===== config.mk =====
export PLATFORM = sky130hd
export DESIGN_NAME = button_conditioner
export DESIGN_NICKNAME = d
export VERILOG_FILES = /design/src/rtl/button_pkg.sv /design/src/rtl/button_debounce.sv /design/src/rtl/button_conditioner.sv
export SDC_FILE = /design/constraint.sdc
export NUM_CORES = 1
export LEC_CHECK = 0
export BUFFER_PORTS_ARGS = -buffer_cell sky130_fd_sc_hd__buf_4
export CORE_MARGIN = 1.5
export CORE_UTILIZATION = 55
export DETAILED_ROUTE_END_ITERATION = 10
export PLACE_DENSITY = 0.74
export SLEW_MARGIN = 20
export SYNTH_ARGS = -nofsm -noshare
export SYNTH_HDL_FRONTEND = slang
export SYNTH_HIERARCHICAL = 1
export SYNTH_SLANG_ARGS = --single-unit

===== constraint.sdc =====
create_clock -name clk -period 2.6 [get_ports clk]
set_input_delay 0.65 -clock clk [delete_from_list [all_inputs] [get_ports clk]]
set_output_delay 0.65 -clock clk [all_outputs]
set_load 0.01 [all_outputs]

===== src/rtl/button_pkg.sv =====
// Shared definitions for the button conditioning front end.
//   btn_state_e : arbitration FSM states (idle, WAIT held, post-WAIT lockout)
//   BTN_WAIT / BTN_START : bit positions of each button in the btn_held vector
//   cnt_width() : width needed to hold values 0..n (at least 1 bit)
package button_pkg;

  typedef enum logic [1:0] {
    S_IDLE    = 2'd0,
    S_HELD    = 2'd1,
    S_LOCKOUT = 2'd2
  } btn_state_e;

  localparam int BTN_WAIT  = 0;
  localparam int BTN_START = 1;

  function automatic int cnt_width(input int n);
    int w;
    w = $clog2(n + 1);
    if (w < 1) w = 1;
    return w;
  endfunction

endpackage


===== src/rtl/button_debounce.sv =====
// Single-button synchronizer + debouncer.
//   clk   : system clock
//   rst   : synchronous active-high reset
//   btn_n : raw active-low button, asynchronous to clk
//   held  : debounced level, active-high pressed
//   press : one-cycle event on the debounced released->pressed transition
// The raw pin goes through two flops before anything looks at it. The
// debounced level only follows the synchronized level after it has differed
// for DEBOUNCE_CYCLES consecutive samples; any agreement restarts the count.
module button_debounce
  import button_pkg::*;
#(
  parameter int DEBOUNCE_CYCLES = 4
) (
  input  logic clk,
  input  logic rst,
  input  logic btn_n,
  output logic held,
  output logic press
);

  localparam int CW = cnt_width(DEBOUNCE_CYCLES);

  logic          sync_0;
  logic          sync_q;
  logic          stable;    // debounced level, active-low like the pin
  logic          stable_d;  // previous debounced level, for edge detect
  logic [CW-1:0] cnt;

  always_ff @(posedge clk) begin
    if (rst) begin
      sync_0   <= 1'b1;
      sync_q   <= 1'b1;
      stable   <= 1'b1;
      stable_d <= 1'b1;
      cnt      <= '0;
    end else begin
      sync_0   <= btn_n;
      sync_q   <= sync_0;
      stable_d <= stable;
      if (sync_q == stable) begin
        cnt <= '0;
      end else if (cnt == CW'(DEBOUNCE_CYCLES - 1)) begin
        stable <= sync_q;
        cnt    <= '0;
      end else begin
        cnt <= cnt + CW'(1);
      end
    end
  end

  assign held  = ~stable;
  // Only the falling (press) edge produces an event; release is silent.
  assign press = stable_d & ~stable;

endmodule


===== src/rtl/button_conditioner.sv =====
// Button conditioner: turns raw active-low WAIT (button_0) and START
// (button_1) pins into clean one-cycle press events for the controller.
//   clk            : system clock, rising edge
//   rst            : synchronous active-high reset
//   button_0       : raw WAIT button, active-low, asynchronous
//   button_1       : raw START button, active-low, asynchronous
//   wait_pulse     : one-cycle WAIT press event (registered)
//   start_pulse    : one-cycle accepted START press event (registered)
//   btn_held       : debounced levels, [0]=WAIT, [1]=START, 1=pressed
//   suppressed_cnt : saturating count of START presses that were dropped
// A START press is dropped when it coincides with a WAIT press, arrives
// while WAIT is held, or arrives during the lockout window that follows a
// WAIT release. WAIT always wins, so the two pulses are mutually exclusive.
// The FSM state is kept in the internal signal "state" for observation.
module button_conditioner
  import button_pkg::*;
#(
  parameter int DEBOUNCE_CYCLES = 4,
  parameter int LOCKOUT_CYCLES  = 8,
  parameter int CNT_W           = 8
) (
  input  logic             clk,
  input  logic             rst,
  input  logic             button_0,
  input  logic             button_1,
  output logic             wait_pulse,
  output logic             start_pulse,
  output logic [1:0]       btn_held,
  output logic [CNT_W-1:0] suppressed_cnt
);

  localparam int LW = cnt_width(LOCKOUT_CYCLES);

  logic [1:0]    held;
  logic [1:0]    press;
  btn_state_e    state;
  logic [LW-1:0] lock_cnt;
  logic          drop_start;

  button_debounce #(
    .DEBOUNCE_CYCLES(DEBOUNCE_CYCLES)
  ) u_wait (
    .clk  (clk),
    .rst  (rst),
    .btn_n(button_0),
    .held (held[BTN_WAIT]),
    .press(press[BTN_WAIT])
  );

  button_debounce #(
    .DEBOUNCE_CYCLES(DEBOUNCE_CYCLES)
  ) u_start (
    .clk  (clk),
    .rst  (rst),
    .btn_n(button_1),
    .held (held[BTN_START]),
    .press(press[BTN_START])
  );

  assign btn_held = held;

  // A START press only survives in S_IDLE with no competing WAIT press.
  always_comb begin
    drop_start = 1'b0;
    if (press[BTN_START] && (state != S_IDLE || press[BTN_WAIT])) begin
      drop_start = 1'b1;
    end
  end

  always_ff @(posedge clk) begin
    if (rst) begin
      state          <= S_IDLE;
      lock_cnt       <= '0;
      wait_pulse     <= 1'b0;
      start_pulse    <= 1'b0;
      suppressed_cnt <= '0;
    end else begin
      wait_pulse  <= 1'b0;
      start_pulse <= 1'b0;

      if (drop_start && (suppressed_cnt != {CNT_W{1'b1}})) begin
        suppressed_cnt <= suppressed_cnt + CNT_W'(1);
      end

      case (state)
        S_IDLE: begin
          if (press[BTN_WAIT]) begin
            wait_pulse <= 1'b1;
            state      <= S_HELD;
          end else if (press[BTN_START]) begin
            start_pulse <= 1'b1;
          end
        end

        S_HELD: begin
          if (!held[BTN_WAIT]) begin
            lock_cnt <= LW'(LOCKOUT_CYCLES);
            state    <= S_LOCKOUT;
          end
        end

        S_LOCKOUT: begin
          if (press[BTN_WAIT]) begin
            wait_pulse <= 1'b1;
            lock_cnt   <= '0;
            state      <= S_HELD;
          end else if (lock_cnt == LW'(1)) begin
            // Last lockout cycle: a START press here was already dropped.
            lock_cnt <= '0;
            state    <= S_IDLE;
          end else begin
            lock_cnt <= lock_cnt - LW'(1);
          end
        end

        default: begin
          lock_cnt <= '0;
          state    <= S_IDLE;
        end
      endcase
    end
  end

endmodule


## After elaboration in Yosys (flattened, before gate mapping)

Cells that the tools add are included.

| storage, ports and cells | value |
|---|---|
| register bits after elaboration | 30 |
| bits in latches | 0 |
| bits in writable memories | 0 |
| bits in read-only memories | 0 |
| input bits | 4 |
| output and inout port bits | 12 |
| logic and storage cells | 64 |
| memories kept | 0 |

| operators by class | value |
|---|---|
| add/subtract/negate cells | 4 |
| multiply operators | 0 |
| div/mod/pow operators | 0 |
| magnitude comparators | 0 |
| equal/unequal tests | 11 |
| shift-type cells | 0 |
| multiplexer cells | 12 |
| bitwise logic cells | 8 |
| reductions and logical operators | 14 |

Operators with widths:

| cell | count |
|---|---|
| 4-bit 2-to-1 mux | 3 |
| 4-bit one-hot mux with 3 select lines | 1 |
| 3-bit OR reduction | 3 |
| 8-bit by 1-bit adder with 8-bit output (second input constant) | 1 |
| 2-bit 2-to-1 mux | 4 |
| 8-bit != test (second input constant) | 1 |
| 3-bit by 1-bit adder with 3-bit output (second input constant) | 2 |
| 3-bit by 2-bit == test with 1-bit output (second input constant) | 2 |
| 1-bit NOT | 6 |
| 2-bit one-hot mux with 3 select lines | 1 |
| 2-bit AND reduction | 3 |
| 4-bit by 1-bit == test with 1-bit output (second input constant) | 1 |
| 2-bit by 1-bit != test with 1-bit output (second input constant) | 2 |
| 2-bit OR reduction | 2 |
| 4-bit by 1-bit subtractor with 4-bit output (second input constant) | 1 |
| 1-bit 2-to-1 mux | 3 |
| 3-bit by 2-bit != test with 1-bit output (second input constant) | 1 |
| 3-bit AND reduction | 1 |
| 1-bit AND | 2 |
| 1-bit == test | 2 |
| 2-bit by 1-bit == test with 1-bit output (second input constant) | 1 |
| 2-bit == test (second input constant) | 1 |
| 1-bit logical AND | 2 |
| 2-bit logical NOT | 1 |
| other kinds (2) | 2 |

## Longest topological paths before layout

| depth | value |
|---|---|
| word-level depth | 6 |
| mapped depth | 5 |
| depth with buffers taken out | 5 |

## By module

Netlist, hierarchy kept.

By module, submodules not included:

| module | instances | cells an instance | area each (µm²) | seq. area each (µm²) |
|---|---|---|---|---|
| button_conditioner | 1 | 105 | 1016.0 | 320.3 |
| button_debounce | 2 | 22 | 249.0 | 140.1 |

## Worst setup path after synthesis

OpenSTA, ideal clock, no wires.

| timing path | value |
|---|---|
| kind | flip-flop to flip-flop |
| from | register suppressed_cnt[0] |
| to | register suppressed_cnt[2] |
| setup time | 123 ps |
| data arrival time | 1499 ps |
| required time | 2477 ps |
| path slack | 977 ps |
| stages on the path, launching flop included | 5 |
| path buffers | 0 |
| period minus slack after synthesis | 1623 ps |
| cells stage by stage | dfxtp_1 > ha_1 > and4_4 > a2111oi_4 > mux2_1 |

| between the ends | value |
|---|---|
| longest elaborated chain between the ends | 2 |
| elaborated cells on any way between the ends | 3 |
| classes of those cells | add/sub (1); eq/ne (1); reduce/logical (1) |

RTL lines:

| item | line | source |
|---|---|---|
| start, declared | button_conditioner.sv:29 | `output logic [CNT_W-1:0] suppressed_cnt` |
| start signal, assigned | button_conditioner.sv:82 | `suppressed_cnt <= suppressed_cnt + CNT_W'(1);` |
| parallel branches: the longest is 2 deep, another holds 8-bit by 1-bit adder with 8-bit output | - |  |

Several ways; the timed one is not identified.
A chain may end at the register's enable or synchronous reset.

## Worst setup path in the final report

| timing path | value |
|---|---|
| from | register u_wait.stable |
| to | output port btn_held[0] |

| between the ends | value |
|---|---|
| longest elaborated chain between the ends | 1 |

RTL lines:

| item | line | source |
|---|---|---|
| start, declared | button_debounce.sv:26 | `logic stable;` |
| start signal, assigned | button_debounce.sv:44 | `stable <= sync_q;` |
| 1-bit NOT | button_debounce.sv:52 | `assign held = ~stable;` |
| end, declared | button_conditioner.sv:28 | `output logic [1:0] btn_held,` |

Every way passes these cells.

==> impl_metrics.py <==
metrics = {
    "power": {
        "pwr-share-comb_pct": 2.1,
        "seqPwrFrac_pct": 47.4,
        "swShare_pct": 18.74,
        "power.leakage_uw": 0.0007122,
        "power_frac_clock_pct": 50.5,
        "cellInternalPower_uw": 797.4,
        "ir_drop_uv": 477.3,
        "switchingPower_uw": 183.8,
        "p_per_area_mw_per_mm2": 555.0,
    },
    "place": {
        "place_congestion": 0.8388,
        "portBuffers": 15,
        "detailed_place_hpwl_um": 1912,
        "dpl_cell_area_mm2": 0.001657,
    },
    "cts": {
        "clock_sinks": 30,
        "clkSlewWorstSetupHoldPaths_ps": 100,
        "htree_num_levels": 2,
        "clk_latency_ps": 330,
        "cts_buffer_depth": 2,
        "post_cts_buffers": 0,
        "clock_tree.root_cell": "clkbuf_4",
        "cts_tree": "yes",
        "cts_resized": 0,
        "cts_buffers": 5,
        "holdBufCountCts": 0,
    },
    "die": {
        "dieArea_mm2": 0.003076,
        "row_count": 18,
        "die_height_um": 55.47,
        "io-pin-count": 16,
        "core_area_mm2": 0.002545,
        "start_util_pct": 59.49,
        "die_w_um": 55.47,
    },
    "sta": {
        "finalHoldViolations": 0,
        "slew_headroom_pct": 76.67,
        "rsz0062_at_grt": "no",
        "min_period_ps": 1725,
        "drv_slew": 0,
        "worst_pin_slew_ps": 349.9,
        "fmax_mhz": 579.8,
        "fin_skew_ps": 3.597,
        "final-setup-viol-count": 0,
        "final.period_utilization_pct": 66.34,
        "tns_ps": 0,
    },
    "synth": {
        "syn_area_mm2": 0.001514,
        "ys_top_cells_by_area": "dfxtp_1 (40%), ha_1 (9.9%), a2111oi_4 (3.6%)",
        "avgSynthCellArea_um2": 10.16,
        "ys.flop_type": "dfxtp_1",
        "synth.top_cell.area_share_pct": 39.67,
        "yosysMostFrequentCell": "dfxtp_1",
        "syn_inst": 149,
        "yosysUniqueCellTypes": 48,
        "synth_common_cells": "dfxtp_1 (30), inv_1 (14), ha_1 (12), nand2_1 (7), nor2b_1 (6)",
        "synth_edf_count": 0,
        "async_reset_ff_share_pct": 0,
        "ys_warn_count": 6,
        "ys_ff_latch": 30,
        "ys_seq_area_share_pct": 39.67,
        "syn_nets": 165,
        "yosysTopAreaCell": "dfxtp_1",
    },
    "setup_path": {
        "required_ps": 1950,
        "rrSetupSlack_ps": 890,
        "path_class": "register to output port",
        "crit_path_end_kind": "output port",
        "cp_max_fo": 8,
        "worstPathArrival_ps": 1070,
        "start_kind": "register",
    },
    "cells_and_area": {
        "finalNetCount": 185,
        "syn2layout_area_growth_pct": 16.78,
        "post-route-cell-area_mm2": 0.001768,
        "final_util_pct": 69.47,
        "drive_gt1_share_pct": 23.53,
        "multi_input_area_um2": 853.3,
        "fillers": 210,
        "seq_area_um2": 600.6,
        "n_antenna_cell": 0,
    },
    "drt": {
        "drt_wl_total_um": 2754,
        "drtAntennaViolNets": 0,
        "first_iter_violations": 38,
        "routed_via_density": 5.580,
        "drc": 0,
        "drtPass1Iterations": 4,
        "vias": 1116,
        "wire_per_inst_um": 13.77,
    },
    "flow_run": {
        "cap_violations": 0,
    },
    "global_routing": {
        "grt_max_degree": 37,
        "grt_pass1_vias": 1083,
        "antenna_found_initial": 0,
        "grt_pass1_wl_um": 4678,
        "gr-total-overflow": 0,
        "grt_usage_pct": 19.44,
    },
    "min_path": {
        "min_path_type": "register to register",
    },
    "status": {
        "status": "finished clean",
    },
}
[through the flow]
| stage | std cells | total power [uW] | hold slack [ps] | setup slack [ps] |
|---|---|---|---|---|
| finish | 200 | 981.3 | 415.8 | 875.2 |
| global route | 200 | 1017 | 438.1 | 794.6 |
| CTS | 200 | 994.8 | 418.5 | 853.4 |
| detailed placement | 192 | 496.5 | 393.7 | 905.0 |
| global placement | 192 | 495.2 | 394.0 | 966.2 |
| floorplan | 149 | 487.2 | 389.5 | 977.4 |
[per-layer routing]
layer  vias to the layer above  GRT usage, %  share of wire (%)
li1                        573             -                  -
met1                       516         22.08                 46
met2                        23         31.63                 48
met3                         4         7.728                3.8
met4                         0         9.408                1.6
met5                         -             0                  0
[power by group through the flow]
stage	Combinational, uW	Sequential (uW)	Clock (uW)
final	21.0	465	496
after global routing	23.3	465	529
after CTS	21.4	465	509
after detailed placement	21.2	475	0
after global placement	20.0	475	0
after floorplan	12.2	475	0
[critical path: stages, from the launching register on]
cell and delay, ps:
dfxtp_1 340, inv_1 220, buf_4 180
[state kept, by name, summed over array words and instances (netlist names)]
name,count
u_start/stable_d,1
u_start/sync_q,1
start_pulse,1
u_wait/sync_0,1
state,2
lock_cnt,4
u_start/sync_0,1
u_wait/stable,1
u_wait/cnt,3
u_start/stable,1
suppressed_cnt,8
u_wait/stable_d,1
u_wait/sync_q,1
wait_pulse,1
u_start/cnt,3
[kinds of logic after synthesis]
| family | count (synthesis) | share of synthesized area, % |
|---|---|---|
| AO/OA/AOI/OAI | 25 | 15.95 |
| AND/OR/NAND/NOR | 58 | 25.21 |
| adder cells (fa/ha/maj) | 12 | 9.917 |
| XOR/XNOR | 3 | 1.736 |
| multiplexers | 5 | 3.554 |
| buffers and inverters | 16 | 3.967 |
| flip-flops | 30 | 39.67 |
[placed cells by master, fill, tap and decap left out, types with 3 or more instances in the layout]
master    count
xnor2_1       3
ha_1         12
dfxtp_1      30
nor2_1        5
clkbuf_4      5
buf_4        15
a21oi_1       5
nor2b_1       6
nand2b_1      5
nor4_1        5
inv_1        14
or2_2         4
nand2_1       7
[layout make-up]
type                       instances  area share [%]
inverter                          14           2.972
clock inverter                     2           3.397
timing repair buffer              15           6.369
clock buffer                       6           2.902
tap                               30           2.123
multi-input combinational        103           48.27
sequential                        30           33.97
[final timing paths]
kind	from	to	cells after the start
worst max-delay path	u_wait/stable	btn_held[0]	2
worst min-delay path	u_wait/sync_0	u_wait/sync_q	1
worst min register to register	u_wait/sync_0	u_wait/sync_q	1
worst max register to register	state[0]	suppressed_cnt[0]	5
Note: power is estimated with default switching activity, not from simulation.
